$ cat src/rtl/rvfpm_xif_lsu_if.sv
// ---------------------------------------------------------------------------
// pa_rvfpm / rvfpm_xif_lsu_if
// Purpose : CORE-V-XIF memory channel payload types (pa_rvfpm) and the
//           interface bundling the memory request/result channel between the
//           rvfpm load/store unit (master) and the memory side (slave).
// Signals : mem_valid        request valid            (master -> slave)
//           mem_ready        request ready            (slave  -> master)
//           mem_req          request payload          (master -> slave)
//           mem_result_valid result valid             (slave  -> master)
//           mem_result       result payload           (slave  -> master)
// ---------------------------------------------------------------------------
package pa_rvfpm;

  localparam int X_ID_WIDTH  = 4;
  localparam int X_MEM_WIDTH = 32;

  typedef struct packed {
    logic [X_ID_WIDTH-1:0]    id;
    logic [31:0]              addr;
    logic [1:0]               mode;
    logic                     we;
    logic [2:0]               size;
    logic [X_MEM_WIDTH/8-1:0] be;
    logic [1:0]               attr;
    logic [X_MEM_WIDTH-1:0]   wdata;
    logic                     last;
    logic                     spec;
  } x_mem_req_t;

  typedef struct packed {
    logic [X_ID_WIDTH-1:0]  id;
    logic [X_MEM_WIDTH-1:0] rdata;
    logic                   err;
    logic                   dbg;
  } x_mem_result_t;

endpackage

interface rvfpm_xif_lsu_if;
  import pa_rvfpm::*;

  logic          mem_valid;
  logic          mem_ready;
  x_mem_req_t    mem_req;
  logic          mem_result_valid;
  x_mem_result_t mem_result;

  modport master (
    output mem_valid,
    output mem_req,
    input  mem_ready,
    input  mem_result_valid,
    input  mem_result
  );

  modport slave (
    input  mem_valid,
    input  mem_req,
    output mem_ready,
    output mem_result_valid,
    output mem_result
  );

endinterface

$ cat src/rtl/rvfpm_xif_lsu.sv
// ---------------------------------------------------------------------------
// rvfpm_xif_lsu
// Purpose : Memory stage of rvfpm. Executes single-precision FLW/FSW over the
//           CORE-V-XIF memory channel, one transaction outstanding, with a
//           per-request response timeout. Load data is written back to the FP
//           register file; every op (load or store) reports a completion with
//           an error flag (bus error, misaligned address, timeout).
// Ports   : clk, rst_n                clock, synchronous active-low reset
//           ls_valid_i / ls_ready_o   decoded op handshake
//           ls_id_i, ls_we_i          instruction id, 1=FSW 0=FLW
//           ls_addr_i, ls_rd_i        effective address, FLW destination
//           ls_wdata_i                FSW store data
//           mem_if (master)           XIF memory request/result channel
//           wb_valid_o/wb_rd_o/wb_data_o      FP regfile write (1-cycle strobe)
//           done_valid_o/done_id_o/done_err_o completion (1-cycle strobe)
// ---------------------------------------------------------------------------
module rvfpm_xif_lsu
  import pa_rvfpm::*;
#(
  parameter int X_ID_WIDTH  = 4,
  parameter int X_MEM_WIDTH = 32,
  parameter int FLEN        = 32,
  parameter int TIMEOUT     = 255
) (
  input  logic                  clk,
  input  logic                  rst_n,

  input  logic                  ls_valid_i,
  output logic                  ls_ready_o,
  input  logic [X_ID_WIDTH-1:0] ls_id_i,
  input  logic                  ls_we_i,
  input  logic [31:0]           ls_addr_i,
  input  logic [4:0]            ls_rd_i,
  input  logic [FLEN-1:0]       ls_wdata_i,

  rvfpm_xif_lsu_if.master       mem_if,

  output logic                  wb_valid_o,
  output logic [4:0]            wb_rd_o,
  output logic [FLEN-1:0]       wb_data_o,

  output logic                  done_valid_o,
  output logic [X_ID_WIDTH-1:0] done_id_o,
  output logic                  done_err_o
);

  localparam int CNT_W = $clog2(TIMEOUT + 1);

  typedef enum logic [1:0] {
    S_IDLE = 2'd0,
    S_REQ  = 2'd1,
    S_WAIT = 2'd2,
    S_RESP = 2'd3
  } state_e;

  state_e                state_q;
  logic                  ls_ready_q;
  logic                  mem_valid_q;
  x_mem_req_t            mem_req_q;
  x_mem_req_t            mem_req_d;
  logic                  wb_valid_q;
  logic [4:0]            wb_rd_q;
  logic [FLEN-1:0]       wb_data_q;
  logic                  done_valid_q;
  logic [X_ID_WIDTH-1:0] done_id_q;
  logic                  done_err_q;

  // Op context held for the life of the transaction.
  logic [X_ID_WIDTH-1:0] id_q;
  logic                  we_q;
  logic [4:0]            rd_q;

  logic [CNT_W-1:0]      cnt_q;
  logic [CNT_W-1:0]      cnt_d;

  logic                  misaligned;
  logic                  result_hit;
  logic                  timeout_hit;
  logic                  unused_result_dbg;

  always_comb begin
    mem_req_d       = '0;
    mem_req_d.id    = ls_id_i;
    mem_req_d.addr  = ls_addr_i;
    mem_req_d.mode  = 2'b11;
    mem_req_d.we    = ls_we_i;
    mem_req_d.size  = 3'b010;
    mem_req_d.be    = '1;
    mem_req_d.attr  = 2'b00;
    mem_req_d.wdata = ls_we_i ? X_MEM_WIDTH'(ls_wdata_i) : '0;
    mem_req_d.last  = 1'b1;
    mem_req_d.spec  = 1'b0;

    cnt_d       = cnt_q + 1'b1;
    // cnt_q counts completed WAIT cycles, so hitting TIMEOUT on cnt_d means
    // this is the TIMEOUT-th WAIT cycle.
    timeout_hit = (cnt_d == CNT_W'(TIMEOUT));
    // Results tagged with another id belong to someone else; drop them.
    result_hit  = mem_if.mem_result_valid && (mem_if.mem_result.id == id_q);
    misaligned  = (ls_addr_i[1:0] != 2'b00);
  end

  always_ff @(posedge clk) begin
    if (!rst_n) begin
      state_q      <= S_IDLE;
      ls_ready_q   <= 1'b1;
      mem_valid_q  <= 1'b0;
      mem_req_q    <= '0;
      wb_valid_q   <= 1'b0;
      wb_rd_q      <= '0;
      wb_data_q    <= '0;
      done_valid_q <= 1'b0;
      done_id_q    <= '0;
      done_err_q   <= 1'b0;
      id_q         <= '0;
      we_q         <= 1'b0;
      rd_q         <= '0;
      cnt_q        <= '0;
    end else begin
      case (state_q)
        S_IDLE: begin
          if (ls_valid_i) begin
            id_q       <= ls_id_i;
            we_q       <= ls_we_i;
            rd_q       <= ls_rd_i;
            ls_ready_q <= 1'b0;
            if (misaligned) begin
              // Misaligned access never reaches the bus.
              state_q      <= S_RESP;
              done_valid_q <= 1'b1;
              done_id_q    <= ls_id_i;
              done_err_q   <= 1'b1;
              wb_rd_q      <= ls_rd_i;
            end else begin
              state_q     <= S_REQ;
              mem_valid_q <= 1'b1;
              mem_req_q   <= mem_req_d;
            end
          end
        end

        S_REQ: begin
          // Request stays up with a frozen payload until accepted.
          if (mem_if.mem_ready) begin
            mem_valid_q <= 1'b0;
            cnt_q       <= '0;
            state_q     <= S_WAIT;
          end
        end

        S_WAIT: begin
          // A matching result takes priority over a same-cycle timeout.
          if (result_hit) begin
            state_q      <= S_RESP;
            done_valid_q <= 1'b1;
            done_id_q    <= id_q;
            done_err_q   <= mem_if.mem_result.err;
            wb_valid_q   <= !we_q && !mem_if.mem_result.err;
            wb_rd_q      <= rd_q;
            wb_data_q    <= mem_if.mem_result.rdata[FLEN-1:0];
          end else if (timeout_hit) begin
            state_q      <= S_RESP;
            done_valid_q <= 1'b1;
            done_id_q    <= id_q;
            done_err_q   <= 1'b1;
            wb_rd_q      <= rd_q;
          end else begin
            cnt_q <= cnt_d;
          end
        end

        S_RESP: begin
          state_q      <= S_IDLE;
          ls_ready_q   <= 1'b1;
          done_valid_q <= 1'b0;
          done_err_q   <= 1'b0;
          wb_valid_q   <= 1'b0;
        end

        default: begin
          state_q    <= S_IDLE;
          ls_ready_q <= 1'b1;
        end
      endcase
    end
  end

  assign unused_result_dbg = mem_if.mem_result.dbg;

  assign ls_ready_o       = ls_ready_q;
  assign mem_if.mem_valid = mem_valid_q;
  assign mem_if.mem_req   = mem_req_q;
  assign wb_valid_o       = wb_valid_q;
  assign wb_rd_o          = wb_rd_q;
  assign wb_data_o        = wb_data_q;
  assign done_valid_o     = done_valid_q;
  assign done_id_o        = done_id_q;
  assign done_err_o       = done_err_q;

endmodule
$ cat src/flat_wrapper.sv
// flat-port wrapper written by rule: the top's interface ports become plain ports
module rvfpm_xif_lsu_flat import pa_rvfpm::*;
#(
  parameter int X_ID_WIDTH  = 4,
  parameter int X_MEM_WIDTH = 32,
  parameter int FLEN        = 32,
  parameter int TIMEOUT     = 255
)
  (clk, rst_n, ls_valid_i, ls_ready_o, ls_id_i, ls_we_i, ls_addr_i, ls_rd_i, ls_wdata_i, wb_valid_o, wb_rd_o, wb_data_o, done_valid_o, done_id_o, done_err_o, mem_if_mem_valid, mem_if_mem_req, mem_if_mem_ready, mem_if_mem_result_valid, mem_if_mem_result);
  rvfpm_xif_lsu_if mem_if_i ();
  input  logic clk;
  input  logic rst_n;
  input  logic ls_valid_i;
  output logic ls_ready_o;
  input  logic [X_ID_WIDTH-1:0] ls_id_i;
  input  logic ls_we_i;
  input  logic [31:0] ls_addr_i;
  input  logic [4:0] ls_rd_i;
  input  logic [FLEN-1:0] ls_wdata_i;
  output logic wb_valid_o;
  output logic [4:0] wb_rd_o;
  output logic [FLEN-1:0] wb_data_o;
  output logic done_valid_o;
  output logic [X_ID_WIDTH-1:0] done_id_o;
  output logic done_err_o;
  output wire logic [$bits(mem_if_i.mem_valid)-1:0] mem_if_mem_valid;
  output wire logic [$bits(mem_if_i.mem_req)-1:0] mem_if_mem_req;
  input wire logic [$bits(mem_if_i.mem_ready)-1:0] mem_if_mem_ready;
  input wire logic [$bits(mem_if_i.mem_result_valid)-1:0] mem_if_mem_result_valid;
  input wire logic [$bits(mem_if_i.mem_result)-1:0] mem_if_mem_result;
  assign mem_if_mem_valid = mem_if_i.mem_valid;
  assign mem_if_mem_req = mem_if_i.mem_req;
  assign mem_if_i.mem_ready = mem_if_mem_ready;
  assign mem_if_i.mem_result_valid = mem_if_mem_result_valid;
  assign mem_if_i.mem_result = mem_if_mem_result;
  rvfpm_xif_lsu #(.X_ID_WIDTH(X_ID_WIDTH), .X_MEM_WIDTH(X_MEM_WIDTH), .FLEN(FLEN), .TIMEOUT(TIMEOUT)) u_core (.clk(clk), .rst_n(rst_n), .ls_valid_i(ls_valid_i), .ls_ready_o(ls_ready_o), .ls_id_i(ls_id_i), .ls_we_i(ls_we_i), .ls_addr_i(ls_addr_i), .ls_rd_i(ls_rd_i), .ls_wdata_i(ls_wdata_i), .mem_if(mem_if_i), .wb_valid_o(wb_valid_o), .wb_rd_o(wb_rd_o), .wb_data_o(wb_data_o), .done_valid_o(done_valid_o), .done_id_o(done_id_o), .done_err_o(done_err_o));
endmodule
$ cat config.mk
export PLATFORM = sky130hd
export DESIGN_NAME = rvfpm_xif_lsu_flat
export DESIGN_NICKNAME = d
export VERILOG_FILES = /design/src/rtl/rvfpm_xif_lsu_if.sv /design/src/rtl/rvfpm_xif_lsu.sv /design/src/flat_wrapper.sv
export SDC_FILE = /design/constraint.sdc
export NUM_CORES = 1
export LEC_CHECK = 0
export ABC_AREA = 1
export CORE_MARGIN = 8
export CORE_UTILIZATION = 40
export CTS_CLUSTER_SIZE = 16
export DETAILED_ROUTE_END_ITERATION = 8
export HOLD_SLACK_MARGIN = 0.12
export PLACE_DENSITY_LB_ADDON = 0.05
export SYNTH_ARGS = -nofsm -noshare
export SYNTH_HDL_FRONTEND = slang
export SYNTH_SLANG_ARGS = --single-unit
$ cat constraint.sdc
create_clock -name clk -period 3.8 [get_ports clk]
set_input_delay 0.76 -clock clk [delete_from_list [all_inputs] [get_ports clk]]
set_output_delay 0.76 -clock clk [all_outputs]
set_load 0.03 [all_outputs]
* Word level (Yosys, flattened, before mapping)
Index checks and enable logic that the tools add are counted.
** Operators by class
- $add $sub $neg :: 1
- Equality and inequality tests :: 13
- Multiplexer cells :: 36
- Bitwise logic cells :: 1
- Reduce and logical (&&, ||, !) cells :: 22
** Operator list (number)
- two-way mux 32 bit :: 1
- two-way mux 8 bit :: 3
- two-way mux 5 bit :: 4
- two-way mux 4 bit :: 4
- case mux 8 bit (2 select lines) :: 1
- AND reduction 4 bit :: 4
- nonzero test 2 bit :: 6
- two-way mux 1 bit :: 10
- two-way mux 2 bit :: 5
- != test 2 bit, second input constant :: 5
- case mux 5 bit (2 select lines) :: 1
- adder 8 x 1 -> 8 bit, second input constant :: 1
- == test 8 bit, second input constant :: 1
- case mux 2 bit (4 select lines) :: 1
- case mux 4 bit (2 select lines) :: 1
- AND reduction 2 bit :: 4
- case mux 1 bit (2 select lines) :: 3
- case mux 1 bit (3 select lines) :: 2
- AND reduction 3 bit :: 2
- == test 2 bit, second input constant :: 2
- == test 4 bit :: 1
- != test 2 x 1 -> 1 bit, second input constant :: 2
- != test 3 x 1 -> 1 bit, second input constant :: 1
- nonzero test 3 bit :: 1
- 5 further kinds :: 7
** Word-level totals
- Flip-flop bits (word level) :: 138
- Bits of input ports :: 117
- Word-level logic and storage cells :: 93

* Depth between registers and ports, before layout
- Depth in word-level cells :: 5
- Mapped depth :: 14
- Depth with buffers taken out :: 13

* Worst setup path before layout
OpenSTA, ideal clock, no wires.
- Kind :: input -> register
- Start point :: input mem_if_mem_result[34]
- End point :: register u_core.cnt_q[2]
- Data arrival time :: 1.789 ns
- Data required time :: 3.736 ns
- Setup slack :: 1.947 ns
- Cell stages on the path :: 10
- Path buffers :: 0
- Cell sequence :: inv_1 o21ai_0 nor2_1 nand4_1 inv_2 nor2_2 nand2_1 inv_2 nor2_1 nor2_1
** Between the ends
- Longest elaborated chain between the ends :: 4
** Ends and longest elaborated chain
- start: declaration :: line flat_wrapper.sv:30 : input wire logic [$bits(mem_if_i.mem_result)-1:0] mem_if_mem_result;
- == test 4 bit :: line rvfpm_xif_lsu.sv:99 : result_hit = mem_if.mem_result_valid && (mem_if.mem_result.id == id_q);
- logical AND 1 bit :: line rvfpm_xif_lsu.sv:99
- != test 2 bit (no line)
- AND reduction 4 bit (no line)
- end signal: assignment :: line rvfpm_xif_lsu.sv:168 : cnt_q <= cnt_d;
- end: declaration :: line rvfpm_xif_lsu.sv:73 : logic [CNT_W-1:0] cnt_q;
No other way between the ends.
A chain may end at the register's enable or synchronous reset.

* Final worst setup path
- Start point :: input mem_if_mem_result[34]
- End point :: register u_core.cnt_q[5]
The elaborated chain is that of the path after synthesis.

==> summary.md <==
| Metric | Value |
|---|---|
| DR DRC count | 0 |
| Mean Syn Cell Area | 7.287 sq um |
| Fin crit share | a little over three fifths |
| Sink Count | 136 |
| Die Ht | ~130 um |
| Area grow syn2layout | 53.73% |
| GR Util met2 | between 30% and 40% |
| Post-Synth Adder-Cell Area | ~1.4% |
| Chip width | approximately 130 um |
| First-pass GRT wire length | ~28000 um |
| Leading area contributor after synthesis | dfxtp_1 |
| Met3 usage | a little under a tenth |
| Non-Filler Instances | 1153 |
| Largest family of logic cells by synthesized area | simple AND/OR/NAND/NOR gates |
| Worst skew pair latency | between 400 and 500 ps |
| Area contributors post-synth | dfxtp_1 50%, nor2_1 12%, nand2_1 8.1% |
| Static Leak | 3.343 nW |
| Most instantiated cells after synthesis | 178 x nor2_1, 136 x dfxtp_1, 118 x nand2_1 |
| Yosys warns | 0 |
| R2R Setup Slk | between 1500 and 2000 ps |
| Total power | just under 5 mW |
| Worst slew pin tran | just over 700 ps |
| Max_cap viols | 0 |
| WL final | between 15000 and 20000 um |
| Iter 0 DRT Violations | approximately 240 |
| Clk buf depth | 2 |
| Status | finished clean |
| Register area share after synthesis | 49.75% |
| Initial Util | 41.16% |
| Synth Register Bits | roughly 140 |
| Worst hold slack | between 400 and 500 ps |
| Hold path depth | 2 |
| Worst Path Arrival | 2720 ps |
| I/O pin cnt | 245 |
| Min cycle time layout | approximately 2400 ps |
| Worst Reg-to-Reg Cells | 11 |
| Wire per inst | between 15 and 20 um |
| Detail Placement HPWL | roughly 13000 um |
| Design Area, Final | roughly 8400 sq um |
| Worst setup margin | ~1400 ps |
| CTS resizes | 0 |
| Asr flop ratio synth | 0% |
| Worst-path fanout max | 35 |
| Postcts setup bufs | 0 |
| Routability cong. | 0.7711 |
| R2R Path End | u_core.cnt_q[5]$_SDFFE_PN0P_ |
| Setup-failing EPs final | 0 |
| Initial antenna violation count | 0 |
| Total track usage | 19.31% |
| Post-Syn Instances | about 750 |
| Vias in the first global route | 5509 |
| Simple-Gate Fraction of Synth Area | a little over a quarter |
| Placement Setup Slack | between 1000 and 1500 ps |
| EDFF count, synth | 0 |
| Final hold violation count | 0 |
| Slew Viols, Final | 0 |
| Worst hold endpoint | u_core.mem_if.mem_req[46]$_SDFFE_PN0P_ |
| Critical path class | in -> reg |
| Largest net degree at the start of global routing | 78 |
| Hold WC Path Type | reg -> reg |
| Ant diodes | 0 |
| Core area | 13300 sq um |
| Crit. End Element | flip-flop |
| Final Util | 63.28% |
| Synth Flop Type | dfxtp_1 |
| Layer with the highest usage | met2 |
| Routed vias | about 5500 |
| Post-synth top area share | between 40% and 50% |
| Area of the die | 17680 sq um |
| Most numerous cell in the Yosys netlist | nor2_1 |
| First drt pass iteration count | 4 |
| WP data required | around 4200 ps |
| Area share of xor/xnor cells in the synthesized design | less than 1% |
| Total number of H-tree levels | 4 |
| Vias/cell | 4.757 |
| Min-delay src | u_core.mem_if.mem_req[46]$_SDFFE_PN0P_ |
| Post-CTS Hold Fix Bufs | 0 |
| CTS root buf | clkbuf_16 |
| Pwr dens | approximately 590 nW/um^2 |
| Crit start category | input port |
| Complex-gate fraction of the synthesized area | around an eighth |
| RSZ-0062 raised after global routing | no |
| Num CTS Buffers | 17 |
| Share of cells above drive strength 1 | under 10% |
| Port bufs | about 240 |
| Cell variety after synth | 27 |
| Post-route setup TNS | 0 ps |
| FF-to-FF Start | u_core.state_q[0]$_SDFFE_PN0P_ |
| Final #Nets | between 1000 and 1500 |
| TritonCTS clock tree | done |
| Grt ovf | 0 |
| Area after DPL | slightly below 8000 sq um |
| Clock Skew | ~4.6 ps |
| Final ANT Viol Nets | 0 |
| Relative slew slack | 52.65% |
| VDD IR max | ~0.32 mV |
| Post-synthesis mux area share | 0% |
| Cell Count Post-Placement | 1122 |
| Synthesized cell area | 5473 sq um |
| FMAX | ~420 MHz |
| Row Count | 42 |
| Clk slew on worst S/H paths | approximately 50 ps |
| M1 GR Usage | around 19% |
## power by group
| group | internal (mW) | total (mW) | switching, mW | leakage (nW) |
|---|---|---|---|---|
| combinational | 0.635 | 1.64 | 1.01 | 1.97 |
| clock | 0.947 | 1.51 | 0.567 | 0.262 |
| sequential | 1.64 | 1.78 | 0.148 | 1.11 |
| total | 3.22 | 4.94 | 1.72 | 3.34 |
## cells in the final DEF (no fill, tap or decap)
cell | synthesis | routed
a211oi_1 | 2 | 2
a21oi_1 | 49 | 49
a221o_1 | 1 | 1
buf_2 | 6 | 1
buf_4 | 12 | 8
bufinv_16 | 0 | 1
clkbuf_1 | 33 | 8
clkbuf_16 | 0 | 17
clkbuf_8 | 0 | 3
clkdlybuf4s50_1 | 0 | 237
clkinv_2 | 0 | 2
conb_1 | 1 | 5
dfxtp_1 | 136 | 136
ha_1 | 6 | 6
inv_1 | 44 | 44
inv_2 | 4 | 4
nand2_1 | 118 | 118
nand2_2 | 3 | 3
nand2_4 | 2 | 2
nand3_1 | 52 | 52
nand3_2 | 2 | 2
nand4_1 | 4 | 4
nor2_1 | 178 | 178
nor2_2 | 4 | 3
nor2_4 | 0 | 1
nor3_1 | 1 | 1
o21a_1 | 2 | 2
o21ai_0 | 83 | 83
o21bai_1 | 1 | 1
or2_2 | 2 | 2
xnor2_1 | 1 | 1
## flip-flops by register name, indices dropped and copies added, names as in the netlist
signal and flops:
u_core.wb_data_o 32, u_core.wb_valid_o 1, u_core.done_id_o 4, u_core.ls_ready_o 1
u_core.mem_if.mem_valid 1, u_core.done_valid_o 1, u_core.mem_if.mem_req 70, u_core.wb_rd_o 5
u_core.we_q 1, u_core.cnt_q 8, u_core.done_err_o 1, u_core.state_q 2
u_core.id_q 4, u_core.rd_q 5
## worst max-delay path, cell delays in order
cell,delay (ps)
clkdlybuf4s50_1,480
inv_1,50
o21ai_0,140
nor2_1,80
nand4_1,70
buf_4,310
inv_2,70
nor2_2,330
nand2_1,120
inv_2,160
nor2_1,70
nor2_1,90
## worst max-delay path by stage
stage / end / from / depth (start not counted)
floorplan: u_core.cnt_q[2]$_SDFFE_PN0P_ / mem_if_mem_result[34] / 10
global placement: u_core.cnt_q[2]$_SDFFE_PN0P_ / mem_if_mem_result[34] / 12
detailed placement: u_core.cnt_q[5]$_SDFFE_PN0P_ / mem_if_mem_result[34] / 12
CTS: mem_if_mem_req[45] / u_core.mem_if.mem_req[36]$_SDFFE_PN0P_ / 1
global route: u_core.cnt_q[2]$_SDFFE_PN0P_ / mem_if_mem_result[34] / 12
finish: u_core.cnt_q[5]$_SDFFE_PN0P_ / mem_if_mem_result[34] / 12
## layer usage
metal  vias up  wire length [um]
met5         -                 0
met3        33              1786
met4         0               447
met1      2471              6714
li1       2807                 -
met2       174              8492
## cell type report
class | count | area [sq um]
multi-input cells | 516 | 2316
clock buffers | 28 | 496.7
inverters | 48 | 180.2
clock inverters | 3 | 40.04
flip-flops and latches | 136 | 2723
fillers | 1187 | 4882
well taps | 176 | 220.2
repair buffers | 246 | 2437
## kinds of logic (layout without fill, tap and decap cells)
family,after synthesis,count (layout)
and+or+nand+nor,366,366
AOI/OAI and AO/OA,138,138
DFF,136,136
buffers and inverters,103,325
adders and majority gates,6,6
other,1,5
xor gates and xnor gates,1,1
No activity file was read; power rests on OpenSTA's default activity.
